**src/rtl/vga_timing_pkg.sv**
```systemverilog
// Shared raster geometry for the VGA timing generator and the colour stage.
// Holds the default 640x480@60 constants and the line/frame length helpers.
package vga_timing_pkg;

   localparam int COORD_W   = 10;
   localparam int MAX_TOTAL = 1 << COORD_W;

   localparam int DEF_H_DISP = 640;
   localparam int DEF_H_FP   = 16;
   localparam int DEF_H_SYNC = 96;
   localparam int DEF_H_BP   = 48;
   localparam int DEF_V_DISP = 480;
   localparam int DEF_V_FP   = 10;
   localparam int DEF_V_SYNC = 2;
   localparam int DEF_V_BP   = 33;

   // Unencoded (active-high) raster flags before sync polarity is applied.
   typedef struct packed {
      logic hsync;
      logic vsync;
      logic video_on;
   } raster_flags_t;

   function automatic int h_total(input int disp, input int fp, input int sync, input int bp);
      return disp + fp + sync + bp;
   endfunction

   function automatic int v_total(input int disp, input int fp, input int sync, input int bp);
      return disp + fp + sync + bp;
   endfunction

endpackage

```
**src/rtl/pix_tick_div.sv**
```systemverilog
// Pixel strobe divider: one-clock p_tick every DIV system clocks.
// p_tick decodes the counter register only, so it cannot glitch.
module pix_tick_div #(
   parameter int DIV = 2
) (
   input  logic clk,
   input  logic rst_n,
   output logic p_tick
);

   localparam int CNT_W = (DIV > 1) ? $clog2(DIV) : 1;
   localparam logic [CNT_W-1:0] CNT_LAST = CNT_W'(DIV - 1);

   logic [CNT_W-1:0] div_cnt;

   // With DIV=1 the counter sits at 0 == CNT_LAST, so p_tick is constantly high.
   always_ff @(posedge clk) begin
      if (!rst_n || (div_cnt == CNT_LAST)) begin
         div_cnt <= '0;
      end else begin
         div_cnt <= div_cnt + CNT_W'(1);
      end
   end

   assign p_tick = (div_cnt == CNT_LAST);

endmodule

```
**src/rtl/vga_timing_gen.sv**
```systemverilog
// VGA raster timing generator: pixel strobe, x/y counters and registered
// sync/blanking/strobe outputs aligned with the visible pixel coordinates.
module vga_timing_gen
   import vga_timing_pkg::*;
#(
   parameter int H_DISP   = DEF_H_DISP,
   parameter int H_FP     = DEF_H_FP,
   parameter int H_SYNC   = DEF_H_SYNC,
   parameter int H_BP     = DEF_H_BP,
   parameter int V_DISP   = DEF_V_DISP,
   parameter int V_FP     = DEF_V_FP,
   parameter int V_SYNC   = DEF_V_SYNC,
   parameter int V_BP     = DEF_V_BP,
   parameter int DIV      = 2,
   parameter bit SYNC_POL = 1'b1
) (
   input  logic               clk_50MHz,
   input  logic               rst_n,
   output logic               p_tick,
   output logic               hsync,
   output logic               vsync,
   output logic               video_on,
   output logic [COORD_W-1:0] pixel_x,
   output logic [COORD_W-1:0] pixel_y,
   output logic               line_tick,
   output logic               frame_tick
);

   localparam int H_TOTAL  = h_total(H_DISP, H_FP, H_SYNC, H_BP);
   localparam int V_TOTAL  = v_total(V_DISP, V_FP, V_SYNC, V_BP);
   localparam int HS_START = H_DISP + H_FP;
   localparam int HS_END   = H_DISP + H_FP + H_SYNC - 1;
   localparam int VS_START = V_DISP + V_FP;
   localparam int VS_END   = V_DISP + V_FP + V_SYNC - 1;

   localparam logic [COORD_W-1:0] X_LAST = COORD_W'(H_TOTAL - 1);
   localparam logic [COORD_W-1:0] Y_LAST = COORD_W'(V_TOTAL - 1);

   if ((H_TOTAL > MAX_TOTAL) || (V_TOTAL > MAX_TOTAL) || (DIV < 1)) begin : g_bad_config
      $error("vga_timing_gen: line/frame length exceeds coordinate range or DIV < 1");
   end

   logic               x_wrap;
   logic               y_wrap;
   logic [COORD_W-1:0] next_x;
   logic [COORD_W-1:0] next_y;
   raster_flags_t      next_flags;

   function automatic raster_flags_t decode(input logic [COORD_W-1:0] x,
                                            input logic [COORD_W-1:0] y);
      raster_flags_t f;
      f.hsync    = (int'(x) >= HS_START) && (int'(x) <= HS_END);
      f.vsync    = (int'(y) >= VS_START) && (int'(y) <= VS_END);
      f.video_on = (int'(x) < H_DISP) && (int'(y) < V_DISP);
      return f;
   endfunction

   pix_tick_div #(
      .DIV (DIV)
   ) u_tick_div (
      .clk    (clk_50MHz),
      .rst_n  (rst_n),
      .p_tick (p_tick)
   );

   // Outputs are registered from the next-count values so they line up with pixel_x/pixel_y.
   always_comb begin
      x_wrap     = (pixel_x == X_LAST);
      y_wrap     = (pixel_y == Y_LAST);
      next_x     = pixel_x;
      next_y     = pixel_y;
      if (p_tick) begin
         next_x = x_wrap ? '0 : pixel_x + COORD_W'(1);
         if (x_wrap) begin
            next_y = y_wrap ? '0 : pixel_y + COORD_W'(1);
         end
      end
      next_flags = decode(next_x, next_y);
   end

   // Reset parks the counters on the last blanking pixel so the first p_tick lands on (0,0).
   always_ff @(posedge clk_50MHz) begin
      if (!rst_n) begin
         pixel_x    <= X_LAST;
         pixel_y    <= Y_LAST;
         hsync      <= ~SYNC_POL;
         vsync      <= ~SYNC_POL;
         video_on   <= 1'b0;
         line_tick  <= 1'b0;
         frame_tick <= 1'b0;
      end else begin
         pixel_x    <= next_x;
         pixel_y    <= next_y;
         hsync      <= next_flags.hsync ? SYNC_POL : ~SYNC_POL;
         vsync      <= next_flags.vsync ? SYNC_POL : ~SYNC_POL;
         video_on   <= next_flags.video_on;
         line_tick  <= p_tick && x_wrap;
         frame_tick <= p_tick && x_wrap && y_wrap;
      end
   end

endmodule

```
**config.mk**
```make
export PLATFORM = sky130hd
export DESIGN_NAME = vga_timing_gen
export DESIGN_NICKNAME = d
export VERILOG_FILES = /design/src/rtl/vga_timing_pkg.sv /design/src/rtl/pix_tick_div.sv /design/src/rtl/vga_timing_gen.sv
export SDC_FILE = /design/constraint.sdc
export NUM_CORES = 1
export LEC_CHECK = 0
export CAP_MARGIN = 15
export CORE_ASPECT_RATIO = 0.5
export CORE_MARGIN = 1.5
export CORE_UTILIZATION = 40
export DETAILED_ROUTE_END_ITERATION = 6
export MAX_ROUTING_LAYER = met4
export PLACE_DENSITY_LB_ADDON = 0.05
export SLEW_MARGIN = 10
export SYNTH_ARGS = -nofsm -noshare
export SYNTH_HDL_FRONTEND = slang
export SYNTH_SLANG_ARGS = --single-unit
```
**constraint.sdc**
```tcl
create_clock -name clk_50MHz -period 2.4 [get_ports clk_50MHz]
set_input_delay 0.48 -clock clk_50MHz [delete_from_list [all_inputs] [get_ports clk_50MHz]]
set_output_delay 0.48 -clock clk_50MHz [all_outputs]
set_load 0.01 [all_outputs]
```
; Word-level counts from Yosys, hierarchy flattened
; Cells that the tools add are included.
[word_totals]
inputBits = 2
romBits = 0
latch_bits = 0
ram_bits = 0
memories = 0
register_bits = 26
word_cells = 33
[classes]
shifts = 0
n_lt_le_gt_ge = 6
reduce_logical = 7
n_div = 0
eq_ne = 2
addsub = 3
n_mux = 7
bitwise_logic = 0
n_mul = 0
[op_table]
columns = op, count
row1 = $mux 10, 5
row2 = $add 10x1->10 const B, 2
row3 = $eq 10x10->1 const B, 2
row4 = $ge 10x10->1 const B, 1
row5 = $ge 10x9->1 const B, 1
row6 = $le 10x10->1 const B, 1
row7 = $le 10x9->1 const B, 1
row8 = $lt 10x10->1 const B, 1
row9 = $lt 10x9->1 const B, 1
row10 = $logic_and 1x1->1, 5
row11 = $mux 1, 2
row12 = $add 1x1->1 const B, 1
row13 = $logic_not 1->1, 1
row14 = $logic_or 1x1->1, 1

; Depth between registers and ports, before layout
; Gate-level depths: netlist of the first run.
[depth]
ltp_word = 7
ltp_mapped = 7

; Hierarchy
; A second synthesis of the first run with hierarchy kept.
[unflattened]
cells_unflattened = 172
hier_area_um2 = 1477.7
[by_module_without_submodules]
columns = module, cells_per_inst, area_each_um2, seq_area_each_um2, instances
row1 = vga_timing_gen, 170, 1443.9, 500.5, 1
row2 = pix_tick_div, 2, 33.8, 20.0, 1

; Worst setup path after synthesis of the first run
; No wires, ideal clock.
[synth_timing]
kind = reg2reg
startpoint = register pixel_x[0]
endpoint = register vsync
arrival_time_ns = 2.057
synth_period_minus_slack_ns = 2.160
path_stages_with_launch = 7
path_slack_ns = 0.240
path_buffers = 0
required_ns = 2.297
path_cell_list = dfxtp_1 > ha_1 > nand3_1 > nor3_4 > nand2_2 > or4_4 > a2111oi_2
[synth_between]
elab_chain_len = 6
word_cells_on_any_way = 7
cone_classes = 2 x order compare / 1 x eq/ne / 3 x mux / 1 x reduce/logical
[synth_rtl]
columns = element, line
row1 = "start, declared", vga_timing_gen.sv:23  ; output logic [COORD_W-1:0] pixel_x,
row2 = "start signal, assigned", vga_timing_gen.sv:92  ; pixel_x <= next_x;
row3 = $eq 10x10->1 *, vga_timing_gen.sv:68  ; x_wrap = (pixel_x == X_LAST);
row4 = $mux 10 *, vga_timing_gen.sv:74  ; if (x_wrap) begin
row5 = $mux 10 *, vga_timing_gen.sv:72  ; if (p_tick) begin
row6 = $ge 10x9->1 or $le 10x9->1 (tied branches), vga_timing_gen.sv:53  ; f.vsync = (int'(y) >= VS_START) && (int'(y) <= VS_END);
row7 = $logic_and 1x1->1 *, vga_timing_gen.sv:53
row8 = $mux 1 *, vga_timing_gen.sv:95  ; vsync <= next_flags.vsync ? SYNC_POL : ~SYNC_POL;
row9 = "end signal, assigned", vga_timing_gen.sv:87  ; vsync <= ~SYNC_POL;
row10 = "end signal, assigned", vga_timing_gen.sv:95
row11 = "end, declared", vga_timing_gen.sv:21  ; output logic vsync,
; Every way passes the cells marked *; elsewhere a longest branch is shown, timed or not.
; A chain may end at the register's enable or synchronous reset.

; Worst setup path in the final report of the first run
[layout_timing]
startpoint = register pixel_x[0]
endpoint = register video_on
[layout_between]
elab_chain_len = 5
word_cells_on_any_way = 9
cone_classes = 1 x add/sub / 2 x order compare / 1 x eq/ne / 4 x mux / 1 x reduce/logical
[layout_rtl]
columns = element, line
row1 = $add 10x1->10 or $eq 10x10->1 (tied branches), "vga_timing_gen.sv:73, vga_timing_gen.sv:68"
row2 = $mux 10 (on tied branches), "vga_timing_gen.sv:73, vga_timing_gen.sv:74"
row3 = $mux 10, vga_timing_gen.sv:72
row4 = $lt 10x10->1 or $lt 10x9->1 (tied branches), vga_timing_gen.sv:54  ; f.video_on = (int'(x) < H_DISP) && (int'(y) < V_DISP);
row5 = $logic_and 1x1->1 *, vga_timing_gen.sv:54
row6 = "end signal, assigned", vga_timing_gen.sv:96  ; video_on <= next_flags.video_on;
row7 = "end, declared", vga_timing_gen.sv:22  ; output logic video_on,
; Marks and branches as above.

==> results of run 1 <==
## report_power, final
part | switching [mW] | total [mW] | internal [mW]
Combinational | 0.159 | 0.293 | 0.134
Clock | 0.144 | 0.291 | 0.147
Sequential | 0.0398 | 0.502 | 0.462
## placed cells by master, fill, tap and decap left out, types with 2 or more instances in the layout
| cell type | instances |
|---|---|
| nand2_1 | 14 |
| o21ai_0 | 11 |
| nor4b_1 | 2 |
| buf_4 | 7 |
| xor2_1 | 4 |
| or4bb_1 | 2 |
| nor2_1 | 6 |
| a21o_1 | 2 |
| nor2b_1 | 3 |
| and3_1 | 4 |
| a21boi_0 | 2 |
| nor3b_1 | 2 |
| ha_1 | 3 |
| dfxtp_1 | 26 |
| clkbuf_8 | 4 |
| and2_1 | 6 |
| clkdlybuf4s50_1 | 27 |
| nand3_1 | 6 |
| nor3_1 | 3 |
| inv_1 | 6 |
| nor4_1 | 2 |
| a21oi_1 | 7 |
| nand4_1 | 8 |
| or3_1 | 4 |
## final cells by class
| type | instances | area share, % |
|---|---|---|
| clock buffers | 4 | 3.16 |
| inverters | 6 | 1.29 |
| multi-input cells | 116 | 44.3 |
| flip-flops and latches | 26 | 29.8 |
| well taps | 40 | 2.87 |
| repair buffers | 34 | 18.5 |
## registers in the layout, summed over array words and instances (netlist names)
register and flops:
pixel_y 10, frame_tick 1, pixel_x 10, u_tick_div.p_tick 1
video_on 1, line_tick 1, hsync 1, vsync 1
## cell families after synthesis
family                     after synthesis  synth area share, %
DFF                                     26                 39.1
AOI/OAI and AO/OA                       35                 17.7
muxes                                    1                0.751
xor gates and xnor gates                 5                 3.29
buffers and inverters                   13                 3.76
adders and majority gates                3                 2.82
and+or+nand+nor                         72                 32.7
## how the worst max path moves through the flow
stage                           from        to  slack, ns  cells after the start
after detailed placement  pixel_x[0]  video_on       0.12                      6
after CTS                 pixel_x[0]     vsync       0.10                      6
after global routing      pixel_x[0]  video_on       0.08                      6
final                     pixel_x[0]  video_on       0.20                      6
after floorplan           pixel_x[0]     vsync       0.24                      6
after global placement    pixel_x[0]  video_on       0.22                      6
## worst max-delay path: cells and delay by family (launching register included)
family | cells | cell delay, ns
adders and majority gates | 1 | 0.29
AOI/OAI and AO/OA | 3 | 0.51
DFF | 1 | 0.41
and+or+nand+nor | 2 | 0.89
## metal layers
layer	up-vias	share of wire, %
li1	628	-
met5	-	0
met3	5	4.1
met4	0	0.89
met1	601	52
met2	20	43
## stage by stage
step | std cells | util (%) | area (µm²) | worst slack, ns | hold WS [ns]
floorplan | 155 | - | 1330 | 0.240 | 0.495
global placement | 222 | 54.4 | 1680 | 0.223 | 0.488
detailed placement | 222 | 54.4 | 1680 | 0.119 | 0.485
CTS | 226 | 56.2 | 1730 | 0.100 | 0.503
global route | 226 | 56.6 | 1740 | 0.0824 | 0.543
finish | 226 | 56.6 | 1740 | 0.197 | 0.500
## synth_stat cells, types with 2 or more instances
cell type  instances
nand2_1           14
a21o_1             2
dfxtp_1           26
a21boi_0           2
or4bb_1            2
o21ai_0           11
or3_1              4
ha_1               3
inv_1              6
nor4_1             3
nand4_1            8
a21oi_1            7
nand3_1            7
nor4b_1            2
nor3b_1            2
nor2b_1            3
clkbuf_1           6
nor3_1             3
nor2_1             6
and3_1             4
xor2_1             4
and2_1             6
==> results_dict.tcl, run 1 <==
set metrics [dict create \
    cts_buffers 3 \
    reg2reg_slack_ns 0.20 \
    power.total_mw 1.09 \
    diodes 0 \
    clock-root-buffer "clkbuf_8" \
    avgSynthCellArea_um2 8.60 \
    nFillCells 291 \
    maxSlewHeadroom_pct 70.7 \
    die_area_um2 3710 \
    final-hold-violation-count 0 \
    start_util_pct 43.2 \
    yosysWarnings 0 \
    drt_iter0_drc 17 \
    synthTopCellsByArea "dfxtp_1 (39%), o21ai_0 (4.1%), nand2_1 (3.9%)" \
    r2r_start "pixel_x[0]" \
    die_x_um 84.6 \
    hold_path_end "hsync" \
    use_met3_pct 5.52 \
    fp.coreArea_um2 3080 \
    dr.pass1.iters 4 \
    clock_latency_ns 0.28 \
    ir_worst_vdd_uv 292 \
    fin_skew_ns 0.00349 \
    die_y_um 43.8 \
    busiest_layer "met2" \
    use_met1_pct 25.9 \
    cts_max_level 1 \
    tightest_slew_ns 0.437 \
    clockBufferDepth 2 \
    cts_setup_buffers 0 \
    grt_max_degree 20 \
    path_max_fanout 7 \
    seqCellArea_um2 520 \
    viasPerCell 5.55 \
    synth_edf_count 0 \
    routed_wl_mm 3.26 \
    p_leak_nw 0.687 \
    hp-start "pixel_x[9]" \
    yosys_register_bits 26 \
    drc 0 \
    num_io_pins 28 \
    place.gp.congestion 0.863 \
    multi_input_area_um2 773 \
    clk_pin_slew_ns 0.09 \
    grt_remaining_overflow 0 \
    ys.flop_type "dfxtp_1" \
    ctsResizeCount 0 \
    crit_arrival_ns 2.38 \
    setup_viol 0 \
    reg2reg_to "video_on" \
    synth_area_um2 1330 \
    yosysTopAreaCellShare_pct 39.1 \
    rows 14 \
    slowest_delay_ns 0.67 \
    grt_pass1_wl_mm 5.51 \
    use_met2_pct 29.7 \
    r2r_cells 6 \
    cts.sinks 26 \
    synthCells 155 \
    cts_tree "done" \
    avgRoutedWirePerCell_um 14.4 \
    asyncSetResetFlopFracSynth_pct 0 \
    grt_pass1_vias 1149 \
    cp_slowest_cell "or4b_2" \
    maxSlewViolCount 0 \
    fin_setup_tns_ns 0 \
    nets 192 \
    hold_depth 2 \
    syn_to_final_growth_pct 30.9 \
    layout-drive-gt1-share_pct 10.8 \
    vias 1254 \
    synth.distinct_cells 46 \
    cap_viol_max_count 0 \
    seq_area_frac_synth_pct 39.1 \
    period_needed_ns 2.20 \
    grt_use_total_pct 19.5 \
    power_density_nw_per_um2 623 \
    port_buffers 27 \
    cp_data_required_time_ns 2.58 \
    crit_type "flip-flop to flip-flop" \
    final_antenna_net_count 0 \
    syn_nets 160 \
    dp_hpwl_mm 2.38 \
    min_period_over_period_pct 91.8 \
    max_freq_mhz 454 \
    hold_class "flip-flop to flip-flop" \
    worstSetupStartpointType "flip-flop" \
    yosysTopAreaCell "dfxtp_1" \
    antenna_found_initial 0 \
    rsz0062_at_grt "false" \
    worst_setup_path_end_kind "flip-flop" \
    crit_chain "ha_1 > nand3_2 > or4b_2 > a32oi_1 > o2bb2ai_1 > o211a_1" \
    status "finished clean" \
    hold_buffers 0 \
]
No activity file was read; power rests on OpenSTA's default activity.
==> run 2, diff against run 1 <==
--- a/config.mk
+++ b/config.mk
@@ -5,7 +5,6 @@
 export SDC_FILE = /design/constraint.sdc
 export NUM_CORES = 1
 export LEC_CHECK = 0
-export CAP_MARGIN = 15
 export CORE_ASPECT_RATIO = 0.5
 export CORE_MARGIN = 1.5
 export CORE_UTILIZATION = 40
==> results of run 2 <==
Final layout, timing and power as in run 1 (identical DEF).
==> run 3, diff against run 2 <==
--- a/config.mk
+++ b/config.mk
@@ -9,6 +9,7 @@
 export CORE_MARGIN = 1.5
 export CORE_UTILIZATION = 40
 export DETAILED_ROUTE_END_ITERATION = 6
+export GPL_ROUTABILITY_DRIVEN = 0
 export MAX_ROUTING_LAYER = met4
 export PLACE_DENSITY_LB_ADDON = 0.05
 export SLEW_MARGIN = 10
==> results of run 3 <==
Final layout, timing and power as in run 1 (identical DEF).
